$ cat src/rtl/c_prng_share_pkg.sv
// Shared definitions for c_prng_share: FSM encodings, feedback tap generator,
// and counter sizing helper.
package c_prng_share_pkg;

    localparam logic [1:0] ST_WARMUP = 2'b00;
    localparam logic [1:0] ST_RUN    = 2'b01;

    // Tap mask for a Fibonacci LFSR; bit i selects stage q[i]. Odd index picks the reciprocal polynomial.
    function automatic logic [31:0] fbgen(input int width, input int index);
        logic [31:0] base;
        logic [31:0] mir;
        case (width)
            2:       base = 32'h0000_0003;
            3:       base = 32'h0000_0006;
            4:       base = 32'h0000_000C;
            5:       base = 32'h0000_0014;
            6:       base = 32'h0000_0030;
            7:       base = 32'h0000_0060;
            8:       base = 32'h0000_00B8;
            default: base = (32'h1 << (width - 1)) | (32'h1 << (width - 2));
        endcase
        mir = 32'h1 << (width - 1);
        for (int j = 0; j < width - 1; j++) begin
            if (base[j]) mir[width - 2 - j] = 1'b1;
        end
        return (index % 2 == 0) ? base : mir;
    endfunction

    function automatic int cnt_width(input int n);
        return (n > 0) ? $clog2(n + 1) : 1;
    endfunction

endpackage

$ cat src/rtl/c_prng_rr_pick.sv
// Combinational round-robin pick: first set req at or after ptr, wrapping,
// returned as one-hot gnt plus encoded index.
module c_prng_rr_pick #(
    parameter int num_ports = 3,
    parameter int ptr_w     = 2
) (
    input  logic [0:num_ports-1] req,
    input  logic [ptr_w-1:0]     ptr,
    output logic [0:num_ports-1] gnt,
    output logic [ptr_w-1:0]     idx,
    output logic                 any
);

    always_comb begin
        int p;
        gnt = '0;
        idx = '0;
        any = 1'b0;
        p   = 0;
        for (int k = 0; k < num_ports; k++) begin
            p = int'(ptr) + k;
            if (p >= num_ports) p = p - num_ports;
            if (!any && req[p]) begin
                any    = 1'b1;
                gnt[p] = 1'b1;
                idx    = ptr_w'(p);
            end
        end
    end

endmodule

$ cat src/rtl/c_prng_share.sv
// One LFSR shared round-robin among num_ports requesters, with seeding and warm-up.
// Optional all-zero lockup recovery is built when C_PRNG_SHARE_LOCKUP_EN is defined.
module c_prng_share
    import c_prng_share_pkg::*;
#(
    parameter int               width        = 4,
    parameter int               index        = 0,
    parameter int               complete     = 0,
    parameter int               num_ports    = 3,
    parameter int               warmup_steps = 4,
    parameter logic [0:width-1] reset_seed   = '1
) (
    input  logic                 clk,
    input  logic                 reset,
    input  logic                 seed_load,
    input  logic [0:width-1]     seed_val,
    input  logic [0:num_ports-1] req,
    output logic [0:num_ports-1] gnt,
    output logic [0:width-1]     rnd,
    output logic                 ready,
`ifdef C_PRNG_SHARE_LOCKUP_EN
    output logic                 lockup,
`endif
    output logic [1:0]           state_dbg
);

    localparam int                ptr_w     = (num_ports > 1) ? $clog2(num_ports) : 1;
    localparam int                wcnt_w    = cnt_width(warmup_steps);
    localparam logic [wcnt_w-1:0] wcnt_init = wcnt_w'(warmup_steps);
    localparam logic [31:0]       taps      = fbgen(width, index);

    logic [1:0]           state;
    logic [0:width-1]     q;
    logic [0:width-1]     q_step;
    logic [wcnt_w-1:0]    wcnt;
    logic [ptr_w-1:0]     ptr;
    logic [ptr_w-1:0]     ptr_nxt;
    logic [ptr_w-1:0]     pick_idx;
    logic                 pick_any;
    logic [0:num_ports-1] req_eff;
    logic                 grant_en;
    logic                 zero_det;
    logic                 recover;
    logic                 fb;

`ifdef C_PRNG_SHARE_LOCKUP_EN
    logic lockup_q;

    // Only a non-complete LFSR can get stuck at zero.
    assign zero_det = (complete == 0) && (q == '0);
    assign recover  = zero_det && !seed_load;
    assign lockup   = lockup_q;

    always_ff @(posedge clk) begin
        if (reset) lockup_q <= 1'b0;
        else       lockup_q <= recover;
    end
`else
    assign zero_det = 1'b0;
    assign recover  = 1'b0;
`endif

    // Complete mode flips feedback when all stages but the last are zero, splicing in the all-zero state.
    always_comb begin
        fb = 1'b0;
        for (int i = 0; i < width; i++) begin
            if (taps[i]) fb = fb ^ q[i];
        end
        if (complete != 0) fb = fb ^ (q[0:width-2] == '0);
        q_step = {fb, q[0:width-2]};
    end

    assign grant_en  = (state == ST_RUN) && !reset && !seed_load && !zero_det;
    assign req_eff   = grant_en ? req : '0;
    assign ready     = (state == ST_RUN) && !reset;
    assign rnd       = q;
    assign state_dbg = state;

    c_prng_rr_pick #(
        .num_ports(num_ports),
        .ptr_w    (ptr_w)
    ) u_pick (
        .req(req_eff),
        .ptr(ptr),
        .gnt(gnt),
        .idx(pick_idx),
        .any(pick_any)
    );

    assign ptr_nxt = (pick_idx == ptr_w'(num_ports - 1)) ? '0 : pick_idx + 1'b1;

    always_ff @(posedge clk) begin
        if (reset) begin
            state <= ST_WARMUP;
            q     <= reset_seed;
            wcnt  <= wcnt_init;
            ptr   <= '0;
        end else if (seed_load) begin
            state <= ST_WARMUP;
            q     <= seed_val;
            wcnt  <= wcnt_init;
        end else if (recover) begin
            state <= ST_WARMUP;
            q     <= reset_seed;
            wcnt  <= wcnt_init;
        end else if (state == ST_WARMUP) begin
            if (wcnt == '0) begin
                state <= ST_RUN;
            end else begin
                q    <= q_step;
                wcnt <= wcnt - 1'b1;
            end
        end else if (pick_any) begin
            q   <= q_step;
            ptr <= ptr_nxt;
        end
    end

endmodule

$ cat config.mk
export PLATFORM = sky130hd
export DESIGN_NAME = c_prng_share
export DESIGN_NICKNAME = d
export VERILOG_FILES = /design/src/rtl/c_prng_share_pkg.sv /design/src/rtl/c_prng_rr_pick.sv /design/src/rtl/c_prng_share.sv
export SDC_FILE = /design/constraint.sdc
export NUM_CORES = 1
export LEC_CHECK = 0
export BUFFER_PORTS_ARGS = -buffer_cell sky130_fd_sc_hd__buf_2
export CAP_MARGIN = 20
export CORE_MARGIN = 2
export CORE_UTILIZATION = 56
export DETAILED_ROUTE_END_ITERATION = 8
export PLACE_DENSITY = 0.83
export SLEW_MARGIN = 10
export SYNTH_ARGS = -nofsm -noshare
export SYNTH_HDL_FRONTEND = slang
export SYNTH_SLANG_ARGS = --single-unit
$ cat constraint.sdc
create_clock -name clk -period 6.7 [get_ports clk]
set_input_delay 1.34 -clock clk [delete_from_list [all_inputs] [get_ports clk]]
set_output_delay 1.34 -clock clk [all_outputs]
set_load 0.01 [all_outputs]
==> run_results.csv <==
group,metric,value,unit
timing,fin_setup_tns,0,ns
synthesis,yosysWarningCount,0,
timing,fmax,233,MHz
timing,slew_viol_final,0,
timing,setup_violations,0,
synthesis,yosysUniqueCellTypes,37,
routing,first_pass_iters,4,
layout,fillers,131,
clock_tree,clock_sinks,10,
synthesis,synth_area_per_cell,8.54,um2
worst_setup_path,arrival,2.95,ns
outcome,status,"completed",
placed_design,dp.cells,129,
global_route,grt_usage,23.1,%
placed_design,dp_hpwl,1350,um
layout,finish.utilization,65.0,%
synthesis,synth_nets,119,
clock_tree,root_buffer,"clkbuf_4",
min_path,min-delay-path-class,"flip-flop to flip-flop",
timing,skew,0.00155,ns
synthesis,syn_area,880,um2
worst_setup_path,cp-start-kind,"primary input",
pwr,total_power,169,uW
routing,vias,781,
layout,drive_above_1_share,24.8,%
synthesis,ys_async_sr_fraction,0,%
layout,fin_cells,133,
routing,vias_per_cell,5.87,
floorplan,core_area,1490,um2
worst_setup_path,worst-path-max-fanout,19,
flow_run,cap_violations,0,
timing,rsz0062_at_grt,"no",
clock_tree,path_clk_slew,0.07,ns
pwr,power.density,175,nW/um2
layout,insertedDiodeCount,0,
timing,tightest_slew,0.605,ns
pwr,peakVddDrop,0.129,mV
synthesis,ys.flop_type,"dfxtp_1",
timing,fin_crit,4.29,ns
clock_tree,cts_tree,"done",
floorplan,die_x,43.6,um
clock_tree,numCtsBuffers,3,
timing,relSlewSlack,59.1,%
floorplan,start_util,59.1,%
worst_setup_path,end_kind,"output pin",
clock_tree,htree_levels,1,
layout,syn2layout_area_growth,10.1,%
floorplan,ios,20,
layout,final_cell_mix,"18 x buf_2, 10 x inv_1, 10 x nor2_1, 10 x dfxtp_1, 7 x mux2i_1",
worst_setup_path,cp.required,5.36,ns
floorplan,die_height,43.6,um
routing,wl_per_cell,13.5,um
placed_design,place.gp.congestion,0.882,
worst_setup_path,path_class,"primary input to output pin",
timing,hold_ws,0.503,ns
timing,hold_violations,0,
clock_tree,post_cts_buffers,0,
synthesis,synth_edf_count,0,
floorplan,dieArea,1900,um2
synthesis,synth-seq-cells,10,
timing,period_share,64.0,%
routing,totalWireLength,1790,um
routing,postRouteAntennaNets,0,
routing,drc,0,
synthesis,yosysSeqAreaShare,22.8,%
floorplan,rows,14,
layout,layout_commonest_cell,"buf_2",
synthesis,syn_inst,103,
clock_tree,clockBufferDepth,2,
global_route,grt_overflow,0,
pwr,p_leak,0.000381,uW
layout,final_nets,134,
clock_tree,cts_resized,0,
placed_design,portBuffers,18,
clock_tree,hold_buffers,0,
global_route,antenna_found_initial,0,
global_route,grt_pass1_vias,787,
routing,drtIter0Drc,6,
global_route,grt_pass1_wl,3290,um
global_route,grt_max_degree,20,
clock_tree,clock_latency,0.27,ns
## critical path, cell delays in order
cell and delay, ns:
buf_2 0.20, or3b_1 0.54, or3_4 0.45, o311ai_4 0.11
o21ai_0 0.15, buf_2 0.16
## synth_stat cells (all sizes together) (2+ instances only)
master / instances / area, um2
dfxtp: 10 / 200
nand3b: 2 / 15.0
nor2: 10 / 37.5
buf: 5 / 46.3
mux2i: 7 / 70.1
a31oi: 3 / 18.8
o21ai: 4 / 20.0
nor2b: 4 / 25.0
ha: 6 / 75.1
a21oi: 5 / 28.8
nor4b: 2 / 17.5
a211oi: 5 / 37.5
xnor2: 2 / 17.5
clkbuf: 3 / 11.3
nand2: 4 / 15.0
o41ai: 2 / 17.5
o31ai: 2 / 15.0
inv: 10 / 37.5
nor3: 2 / 10.0
## metal layers
metal | vias to the layer above | track usage, % | wire, um
met5 | - | 0 | 0
li1 | 395 | - | -
met2 | 24 | 39.7 | 914
met3 | 2 | 4.17 | 90
met1 | 360 | 26.0 | 766
met4 | 0 | 14.5 | 18
## metrics by stage
step / instance area [um2] / worst slack [ns]
floorplan: 880 / 2.69
detailed placement: 932 / 2.42
CTS: 968 / 2.42
finish: 968 / 2.41
global placement: 932 / 2.47
global route: 968 / 2.28
## cell type report
cell class	count	area, um2	area share, %
inverters	10	37.5	3.88
clock buffers	4	36.3	3.75
repair buffers	18	90.1	9.30
flip-flops and latches	10	200	20.7
well taps	16	20.0	2.07
multi-input cells	75	584	60.3
## final timing paths
check / startpoint / end / slack (ns) / depth (start not counted)
worst min register to register: wcnt[1] / wcnt[1] / 0.50 / 2
worst max-delay path: reset / gnt[1] / 2.41 / 6
worst min-delay path: wcnt[1] / wcnt[1] / 0.50 / 2
worst max register to register: ptr[1] / rnd[2] / 4.34 / 7
## registers in the layout, summed over array words and instances, names as in the netlist
register and cells:
rnd 4, wcnt 3, ptr 2, state_dbg 1
## where the power goes
part           switching [uW]  total (uW)  internal [uW]
Combinational            26.4        45.8           19.4
Clock                    22.4        55.4           33.0
Sequential               3.81        68.3           64.5
Total                    52.5         169            117
## kinds of logic after synthesis
logic type	synth area share (%)
buf+inv	10.8
flops	22.8
simple gates	22.3
other cells	0.426
mux	9.25
fa+ha+maj	8.53
compound gates	23.9
xor+xnor	1.99
(Power assumes the default switching activity.)
